## src/rtl/fp16_pkg.sv

```systemverilog
// Shared binary16 constants, FSM state encoding and packed-result layout used
// by the adder's normalize/round stage.
package fp16_pkg;

  localparam int EXP_W   = 5;
  localparam int MAN_W   = 10;
  localparam int RM_W    = MAN_W + 1;
  localparam int EXP_MAX = 31;
  localparam int BIAS    = 15;

  localparam logic [15:0] INF_PAT = 16'h7C00;

  typedef enum logic [2:0] {
    ST_IDLE  = 3'd0,
    ST_PREP  = 3'd1,
    ST_SHIFT = 3'd2,
    ST_ROUND = 3'd3,
    ST_OUT   = 3'd4
  } state_e;

  typedef struct packed {
    logic             sign;
    logic [EXP_W-1:0] exp;
    logic [MAN_W-1:0] man;
  } fp16_t;

  // Another left shift is allowed only while the hidden bit is clear and the
  // exponent can still drop without going below the subnormal floor of 1.
  function automatic logic needs_shift(input logic [RM_W-1:0] m,
                                       input logic [EXP_W:0]  e);
    return !m[RM_W-1] && (e > 6'd1) && (m != '0);
  endfunction

endpackage

```

## src/rtl/fp16_normalize_round_if.sv

```systemverilog
// Handshake and data bundle between the mantissa operate stage, this
// normalize/round stage and the result register.
interface fp16_normalize_round_if;
  import fp16_pkg::*;

  logic             in_valid;
  logic             in_ready;
  logic [RM_W-1:0]  Rm;
  logic             carry;
  logic             arround;
  logic             moves_zero;
  logic             sub;
  logic [EXP_W-1:0] exp_in;
  logic             sign_in;

  logic             out_valid;
  logic             out_ready;
  logic [15:0]      result;
  logic             overflow;
  logic             underflow;
  logic             inexact;

  modport slave (
    input  in_valid, Rm, carry, arround, moves_zero, sub, exp_in, sign_in,
    input  out_ready,
    output in_ready, out_valid, result, overflow, underflow, inexact
  );

  modport master (
    output in_valid, Rm, carry, arround, moves_zero, sub, exp_in, sign_in,
    output out_ready,
    input  in_ready, out_valid, result, overflow, underflow, inexact
  );

endinterface

```

## src/rtl/fp16_round_pack.sv

```systemverilog
// Combinational round-to-nearest-even and binary16 packing of a normalized
// 11-bit mantissa with a 6-bit exponent that may already exceed the range.
module fp16_round_pack
  import fp16_pkg::*;
(
  input  logic [RM_W-1:0]  mant,
  input  logic [EXP_W:0]   exp,
  input  logic             sign,
  input  logic             guard,
  input  logic             sticky,
  output logic [15:0]      result,
  output logic             overflow,
  output logic             underflow,
  output logic             inexact
);

  logic            round_up;
  logic [RM_W:0]   sum;
  logic [RM_W-1:0] mant_r;
  logic [EXP_W:0]  exp_r;
  fp16_t           pk;

  always_comb begin
    round_up = guard & (sticky | mant[0]);
    sum      = {1'b0, mant} + {{RM_W{1'b0}}, round_up};

    // Rounding 0x7FF up carries out; renormalize to 1.0 in the next binade.
    if (sum[RM_W]) begin
      mant_r = {1'b1, {MAN_W{1'b0}}};
      exp_r  = exp + 6'd1;
    end else begin
      mant_r = sum[RM_W-1:0];
      exp_r  = exp;
    end

    pk        = '{sign: sign, exp: exp_r[EXP_W-1:0], man: mant_r[MAN_W-1:0]};
    overflow  = 1'b0;
    underflow = 1'b0;
    inexact   = guard | sticky;

    if (exp_r >= 6'(EXP_MAX)) begin
      pk       = fp16_t'(INF_PAT);
      pk.sign  = sign;
      overflow = 1'b1;
      inexact  = 1'b1;
    end else if (!mant_r[RM_W-1]) begin
      pk.exp    = '0;
      underflow = (mant_r != '0) & (guard | sticky);
    end

    result = pk;
  end

endmodule

```

## src/rtl/fp16_normalize_round.sv

```systemverilog
// Post-add normalize/round stage: one left shift per cycle, then RNE rounding
// and packing into binary16, with valid/ready handshakes on both sides.
//
//   state    | meaning
//   ---------+-------------------------------------------------------------
//   ST_IDLE  | in_ready high, waiting for an operate-stage result
//   ST_PREP  | carry fold-in, cancellation negate, zero detect
//   ST_SHIFT | one normalizing left shift per cycle
//   ST_ROUND | round/pack evaluated, registered into the output
//   ST_OUT   | out_valid high, result held until out_ready
module fp16_normalize_round
  import fp16_pkg::*;
(
  input  logic                    clk,
  input  logic                    rst_n,
  fp16_normalize_round_if.slave   bus
);

  state_e          state;
  logic [RM_W-1:0] mant;
  logic [EXP_W:0]  exp;
  logic            sign;
  logic            guard;
  logic            sticky;
  logic            carry_q;
  logic            moves_zero_q;
  logic            sub_q;

  logic [15:0]     result_q;
  logic            overflow_q;
  logic            underflow_q;
  logic            inexact_q;

  logic [RM_W-1:0] mant_p;
  logic [EXP_W:0]  exp_p;
  logic            sign_p;
  logic            guard_p;
  logic [RM_W-1:0] mant_s;
  logic [EXP_W:0]  exp_s;

  logic [15:0]     rp_result;
  logic            rp_overflow;
  logic            rp_underflow;
  logic            rp_inexact;

  always_comb begin
    mant_p  = mant;
    exp_p   = exp;
    sign_p  = sign;
    guard_p = guard;

    if (!sub_q && carry_q && moves_zero_q) begin
      mant_p  = {1'b1, mant[RM_W-1:1]};
      guard_p = mant[0];
      exp_p   = exp + 6'd1;
    end else if (!sub_q && carry_q) begin
      // Unequal exponents: upstream already folded the carry into Rm.
      exp_p   = exp + 6'd1;
    end else if (sub_q && moves_zero_q && mant[RM_W-1]) begin
      mant_p  = (~mant) + 11'd1;
      sign_p  = ~sign;
    end

    if (mant_p == '0) begin
      sign_p = 1'b0;
      exp_p  = '0;
    end
  end

  assign mant_s = {mant[RM_W-2:0], 1'b0};
  assign exp_s  = exp - 6'd1;

  fp16_round_pack u_round_pack (
    .mant      (mant),
    .exp       (exp),
    .sign      (sign),
    .guard     (guard),
    .sticky    (sticky),
    .result    (rp_result),
    .overflow  (rp_overflow),
    .underflow (rp_underflow),
    .inexact   (rp_inexact)
  );

  always_ff @(posedge clk or negedge rst_n) begin
    if (!rst_n) begin
      state        <= ST_IDLE;
      mant         <= '0;
      exp          <= '0;
      sign         <= 1'b0;
      guard        <= 1'b0;
      sticky       <= 1'b0;
      carry_q      <= 1'b0;
      moves_zero_q <= 1'b0;
      sub_q        <= 1'b0;
      result_q     <= '0;
      overflow_q   <= 1'b0;
      underflow_q  <= 1'b0;
      inexact_q    <= 1'b0;
    end else begin
      case (state)
        ST_IDLE: begin
          if (bus.in_valid) begin
            mant         <= bus.Rm;
            exp          <= {1'b0, bus.exp_in};
            sign         <= bus.sign_in;
            guard        <= 1'b0;
            sticky       <= bus.arround;
            carry_q      <= bus.carry;
            moves_zero_q <= bus.moves_zero;
            sub_q        <= bus.sub;
            state        <= ST_PREP;
          end
        end
        ST_PREP: begin
          mant  <= mant_p;
          exp   <= exp_p;
          sign  <= sign_p;
          guard <= guard_p;
          state <= needs_shift(mant_p, exp_p) ? ST_SHIFT : ST_ROUND;
        end
        ST_SHIFT: begin
          mant  <= mant_s;
          exp   <= exp_s;
          state <= needs_shift(mant_s, exp_s) ? ST_SHIFT : ST_ROUND;
        end
        ST_ROUND: begin
          result_q    <= rp_result;
          overflow_q  <= rp_overflow;
          underflow_q <= rp_underflow;
          inexact_q   <= rp_inexact;
          state       <= ST_OUT;
        end
        ST_OUT: begin
          if (bus.out_ready) state <= ST_IDLE;
        end
        default: state <= ST_IDLE;
      endcase
    end
  end

  assign bus.in_ready  = (state == ST_IDLE);
  assign bus.out_valid = (state == ST_OUT);
  assign bus.result    = result_q;
  assign bus.overflow  = overflow_q;
  assign bus.underflow = underflow_q;
  assign bus.inexact   = inexact_q;

endmodule

```

## src/flat_wrapper.sv

```systemverilog
// flat-port wrapper written by rule: the top's interface ports become plain ports
module fp16_normalize_round_flat import fp16_pkg::*;
  (clk, rst_n, bus_in_valid, bus_Rm, bus_carry, bus_arround, bus_moves_zero, bus_sub, bus_exp_in, bus_sign_in, bus_out_ready, bus_in_ready, bus_out_valid, bus_result, bus_overflow, bus_underflow, bus_inexact);
  fp16_normalize_round_if bus_i ();
  input  logic clk;
  input  logic rst_n;
  input wire logic [$bits(bus_i.in_valid)-1:0] bus_in_valid;
  input wire logic [$bits(bus_i.Rm)-1:0] bus_Rm;
  input wire logic [$bits(bus_i.carry)-1:0] bus_carry;
  input wire logic [$bits(bus_i.arround)-1:0] bus_arround;
  input wire logic [$bits(bus_i.moves_zero)-1:0] bus_moves_zero;
  input wire logic [$bits(bus_i.sub)-1:0] bus_sub;
  input wire logic [$bits(bus_i.exp_in)-1:0] bus_exp_in;
  input wire logic [$bits(bus_i.sign_in)-1:0] bus_sign_in;
  input wire logic [$bits(bus_i.out_ready)-1:0] bus_out_ready;
  output wire logic [$bits(bus_i.in_ready)-1:0] bus_in_ready;
  output wire logic [$bits(bus_i.out_valid)-1:0] bus_out_valid;
  output wire logic [$bits(bus_i.result)-1:0] bus_result;
  output wire logic [$bits(bus_i.overflow)-1:0] bus_overflow;
  output wire logic [$bits(bus_i.underflow)-1:0] bus_underflow;
  output wire logic [$bits(bus_i.inexact)-1:0] bus_inexact;
  assign bus_i.in_valid = bus_in_valid;
  assign bus_i.Rm = bus_Rm;
  assign bus_i.carry = bus_carry;
  assign bus_i.arround = bus_arround;
  assign bus_i.moves_zero = bus_moves_zero;
  assign bus_i.sub = bus_sub;
  assign bus_i.exp_in = bus_exp_in;
  assign bus_i.sign_in = bus_sign_in;
  assign bus_i.out_ready = bus_out_ready;
  assign bus_in_ready = bus_i.in_ready;
  assign bus_out_valid = bus_i.out_valid;
  assign bus_result = bus_i.result;
  assign bus_overflow = bus_i.overflow;
  assign bus_underflow = bus_i.underflow;
  assign bus_inexact = bus_i.inexact;
  fp16_normalize_round u_core (.clk(clk), .rst_n(rst_n), .bus(bus_i));
endmodule
```

## config.mk

```make
export PLATFORM = sky130hd
export DESIGN_NAME = fp16_normalize_round_flat
export DESIGN_NICKNAME = d
export VERILOG_FILES = /design/src/rtl/fp16_pkg.sv /design/src/rtl/fp16_normalize_round_if.sv /design/src/rtl/fp16_round_pack.sv /design/src/rtl/fp16_normalize_round.sv /design/src/flat_wrapper.sv
export SDC_FILE = /design/constraint.sdc
export NUM_CORES = 1
export LEC_CHECK = 0
export ABC_AREA = 0
export ABC_CLOCK_PERIOD_IN_PS = 3100
export BUFFER_PORTS_ARGS = -buffer_cell sky130_fd_sc_hd__buf_2
export CAP_MARGIN = 10
export CORE_ASPECT_RATIO = 1.25
export CORE_MARGIN = 5
export CORE_UTILIZATION = 58
export DETAILED_ROUTE_END_ITERATION = 7
export GPL_TIMING_DRIVEN = 1
export PLACE_DENSITY = 0.8
export RECOVER_POWER = 50
export SYNTH_ARGS = -nofsm -noshare
export SYNTH_HDL_FRONTEND = slang
export SYNTH_SLANG_ARGS = --single-unit
export TNS_END_PERCENT = 20
```

## constraint.sdc

```tcl
create_clock -name clk -period 3.1 [get_ports clk]
set_input_delay 0.31 -clock clk [delete_from_list [all_inputs] [get_ports clk]]
set_output_delay 0.31 -clock clk [all_outputs]
set_load 0.05 [all_outputs]
```

==> reports/metrics.csv <==
stage,metric,value,unit
run_status,outcome,"finished, violations left",
run_status,violations,"capacitance limit, slew limit",
place,dp_hpwl,6670,um
critical_path,cp.arrival,3.12,ns
yosys,ys_seq_elements,45,
routing,wl,9000,um
final_layout,seqCellArea,1130,um^2
yosys,yosys.area.top_type_share,34.2,%
yosys,netlist.top_cell.by_area,dfrtp_1,
clock_network,clockBufferDepth,2,
global_routing,grt_pass1_wl,14700,um
routing,ant_nets,0,
floorplan,die_h,94.2,um
clock_network,insertion_delay,0.30,ns
place,gp_congestion,0.928,
floorplan,die_area,7290,um^2
final_layout,diodes,0,
routing,drtIter0Drc,260,
yosys,syn_area_per_cell,8.05,um^2
floorplan,core-area,5480,um^2
timing,timing.final.crit_share,94.9,%
critical_path,path_max_fanout,8,
yosys,yosys_warnings,0,
clock_network,htreeDepth,2,
timing,rsz0062_at_grt,false,
yosys,seq_area_frac_synth,34.2,%
global_routing,grt_pass1_vias,3059,
timing,slew-limit-headroom,-60.3,%
hold_path,hold_path.class,input pin to flip-flop,
clock_network,path_clk_slew,0.08,ns
routing,vias,3265,
final_layout,fin_cells,503,
pwr,powerDensity,1270,nW/um^2
place,post-place-cells,496,
critical_path,startpoint_type,flip-flop,
timing,finalClockSkew,0.00497,ns
final_layout,nFillCells,501,
timing,fmax,0.340,GHz
floorplan,ios,46,
final_layout,finalInstanceArea,3640,um^2
final_layout,drive_gt1_share,17.1,%
critical_path,cp.required,3.28,ns
clock_network,cts_tree,built,
timing,setup_tns,0,ns
yosys,synth_nets,441,
timing,setup_violations,0,
global_routing,grt_overflow_total,0,
critical_path,endpoint_kind,flip-flop,
timing,whs,0.197,ns
clock_network,cts_buffers,5,
routing,drc,0,
pwr,total_leakage_power,1.54,nW
final_layout,finalNetCount,471,
yosys,synthFlopType,dfrtp_1,
yosys,synthesis.area,3290,um^2
final_layout,multi_input_area,1950,um^2
place,placed_area,3550,um^2
critical_path,critPathKind,flip-flop to flip-flop,
floorplan,die_x,77.4,um
routing,wl_per_cell,17.9,um
yosys,synth.distinct_cells,62,
global_routing,track_usage,24.8,%
final_layout,area_growth,10.7,%
clock_network,cts-root-buf,clkbuf_8,
timing,worst_pin_slew,2.40,ns
yosys,synth-async-reset-ratio,100,%
clock_network,cts.hold.buffers_added,0,
routing,avgViaCountPerCell,6.49,
flow_run,maxCapViolCount,1,
place,io_buffers,45,
pwr,vdd.ir_drop.worst,845,uV
timing,maxSlewViolCount,46,
yosys,synth_area_leaders,"dfrtp_1 (34%), o21ai_0 (5.8%), nand2_1 (5.4%), nor2_1 (4.7%), xnor2_1 (4.3%)",
floorplan,initial_utilization,60.1,%
yosys,synthCells,409,
yosys,yosys-top-cells-count,"nand2_1 (47), dfrtp_1 (45), nor2_1 (41), o21ai_0 (38), clkbuf_1 (29)",
routing,firstDrtPassIters,5,
global_routing,grt_max_degree,46,
floorplan,rows,30,
timing,min_period,2.94,ns
final_layout,fin_util,66.5,%
timing,finalHoldViolCount,0,
clock_network,clock_sinks,45,
global_routing,antenna_found_initial,0,
yosys,synth_edf_count,0,
yosys,yosys.cell_count.top_type,nand2_1,
## layout make-up
cell class / count / area share (%)
clock inverters: 2 / 0.961
clock buffers: 5 / 1.89
repair buffers: 63 / 9.51
flip-flops and latches: 45 / 30.9
inverters: 10 / 1.03
well taps: 64 / 2.20
multi-input cells: 314 / 53.5
## stage by stage
step	total power, mW	worst slack [ns]
6_report	4.63	0.160
3_3_place_gp	4.10	0.188
2_1_floorplan	3.43	0.250
4_1_cts	4.61	0.101
3_5_place_dp	4.16	0.137
5_1_grt	4.98	0.0197
## cell usage in the layout (no fill, tap or decap), types with 3 or more instances in the layout
cell type,netlist,final
nand2_1,47,47
buf_2,3,34
a21o_1,4,4
nor2_1,41,41
a221oi_1,9,9
nor3_1,17,17
and3_1,5,5
ha_1,7,7
o31ai_1,8,7
nand3_1,17,17
a21oi_1,19,19
clkbuf_8,0,5
nand4_1,5,5
a211oi_1,4,4
o211ai_1,4,4
clkbuf_1,29,11
o21ai_0,38,38
inv_1,10,10
xnor2_1,16,16
mux2_2,5,5
a31oi_1,6,5
xor2_1,4,4
a22oi_1,3,3
dfrtp_1,45,45
buf_4,3,18
nor3b_1,3,3
o21ai_1,3,3
a22o_1,6,6
## kinds of logic after synthesis
kind of cell,share of synthesized area [%]
muxes,2.01
AOI/OAI and AO/OA,25.6
and+or+nand+nor,23.0
buffers and inverters,7.18
xor gates and xnor gates,5.32
DFF,34.2
adders and majority gates,2.66
## flip-flops by register name, indices dropped and copies added (netlist names)
register	count
u_core.state	3
u_core.sub_q	1
u_core.moves_zero_q	1
u_core.guard	1
u_core.bus.inexact	1
u_core.mant	11
u_core.sign	1
u_core.sticky	1
u_core.bus.overflow	1
u_core.bus.underflow	1
u_core.bus.result	16
u_core.carry_q	1
u_core.exp	6
## final timing paths
check	from	endpoint	slack (ns)	cells after the start
max	u_core.mant[0]$_DFFE_PN0P_	u_core.exp[4]$_DFFE_PN0P_	0.16	10
min	bus_out_ready	u_core.state[2]$_DFFE_PN0P_	0.20	2
max reg2reg	u_core.mant[0]$_DFFE_PN0P_	u_core.exp[4]$_DFFE_PN0P_	0.16	10
min reg2reg	u_core.bus.result[9]$_DFFE_PN0P_	u_core.bus.result[9]$_DFFE_PN0P_	0.48	2
max in group asynchronous	rst_n	u_core.exp[3]$_DFFE_PN0P_	1.01	1
min in group asynchronous	rst_n	u_core.bus.result[10]$_DFFE_PN0P_	0.74	1
## critical path, stage by stage, from the launching register on
cell and delay [ns]:
dfrtp_1 0.48, inv_1 0.12, ha_1 0.19, or4b_4 0.49, nor4_4 0.18, nor3_1 0.10
a311oi_2 0.28, nand2_1 0.10, or4_4 0.59, nand2_1 0.16, o221ai_1 0.11
## power breakdown
group	leakage, nW	switching (mW)	internal (mW)	total, mW
Sequential	0.566	0.410	0.860	1.27
Combinational	0.922	1.88	1.05	2.92
Clock	0.0540	0.196	0.234	0.431
## routing by layer
metal | GRT usage (%) | part of all wire, %
met3 | 4.32 | 6.9
met2 | 42.4 | 49
met1 | 31.5 | 42
met4 | 7.88 | 2.0
met5 | 0 | 0
## repair_timing
item                                    in CTS  in global routing
endpoints found under the setup margin       0                 12
resized for setup                            0                  1
endpoints found under the hold margin        0                  0
setup buffers                                0                  0
(Power assumes the default switching activity.)
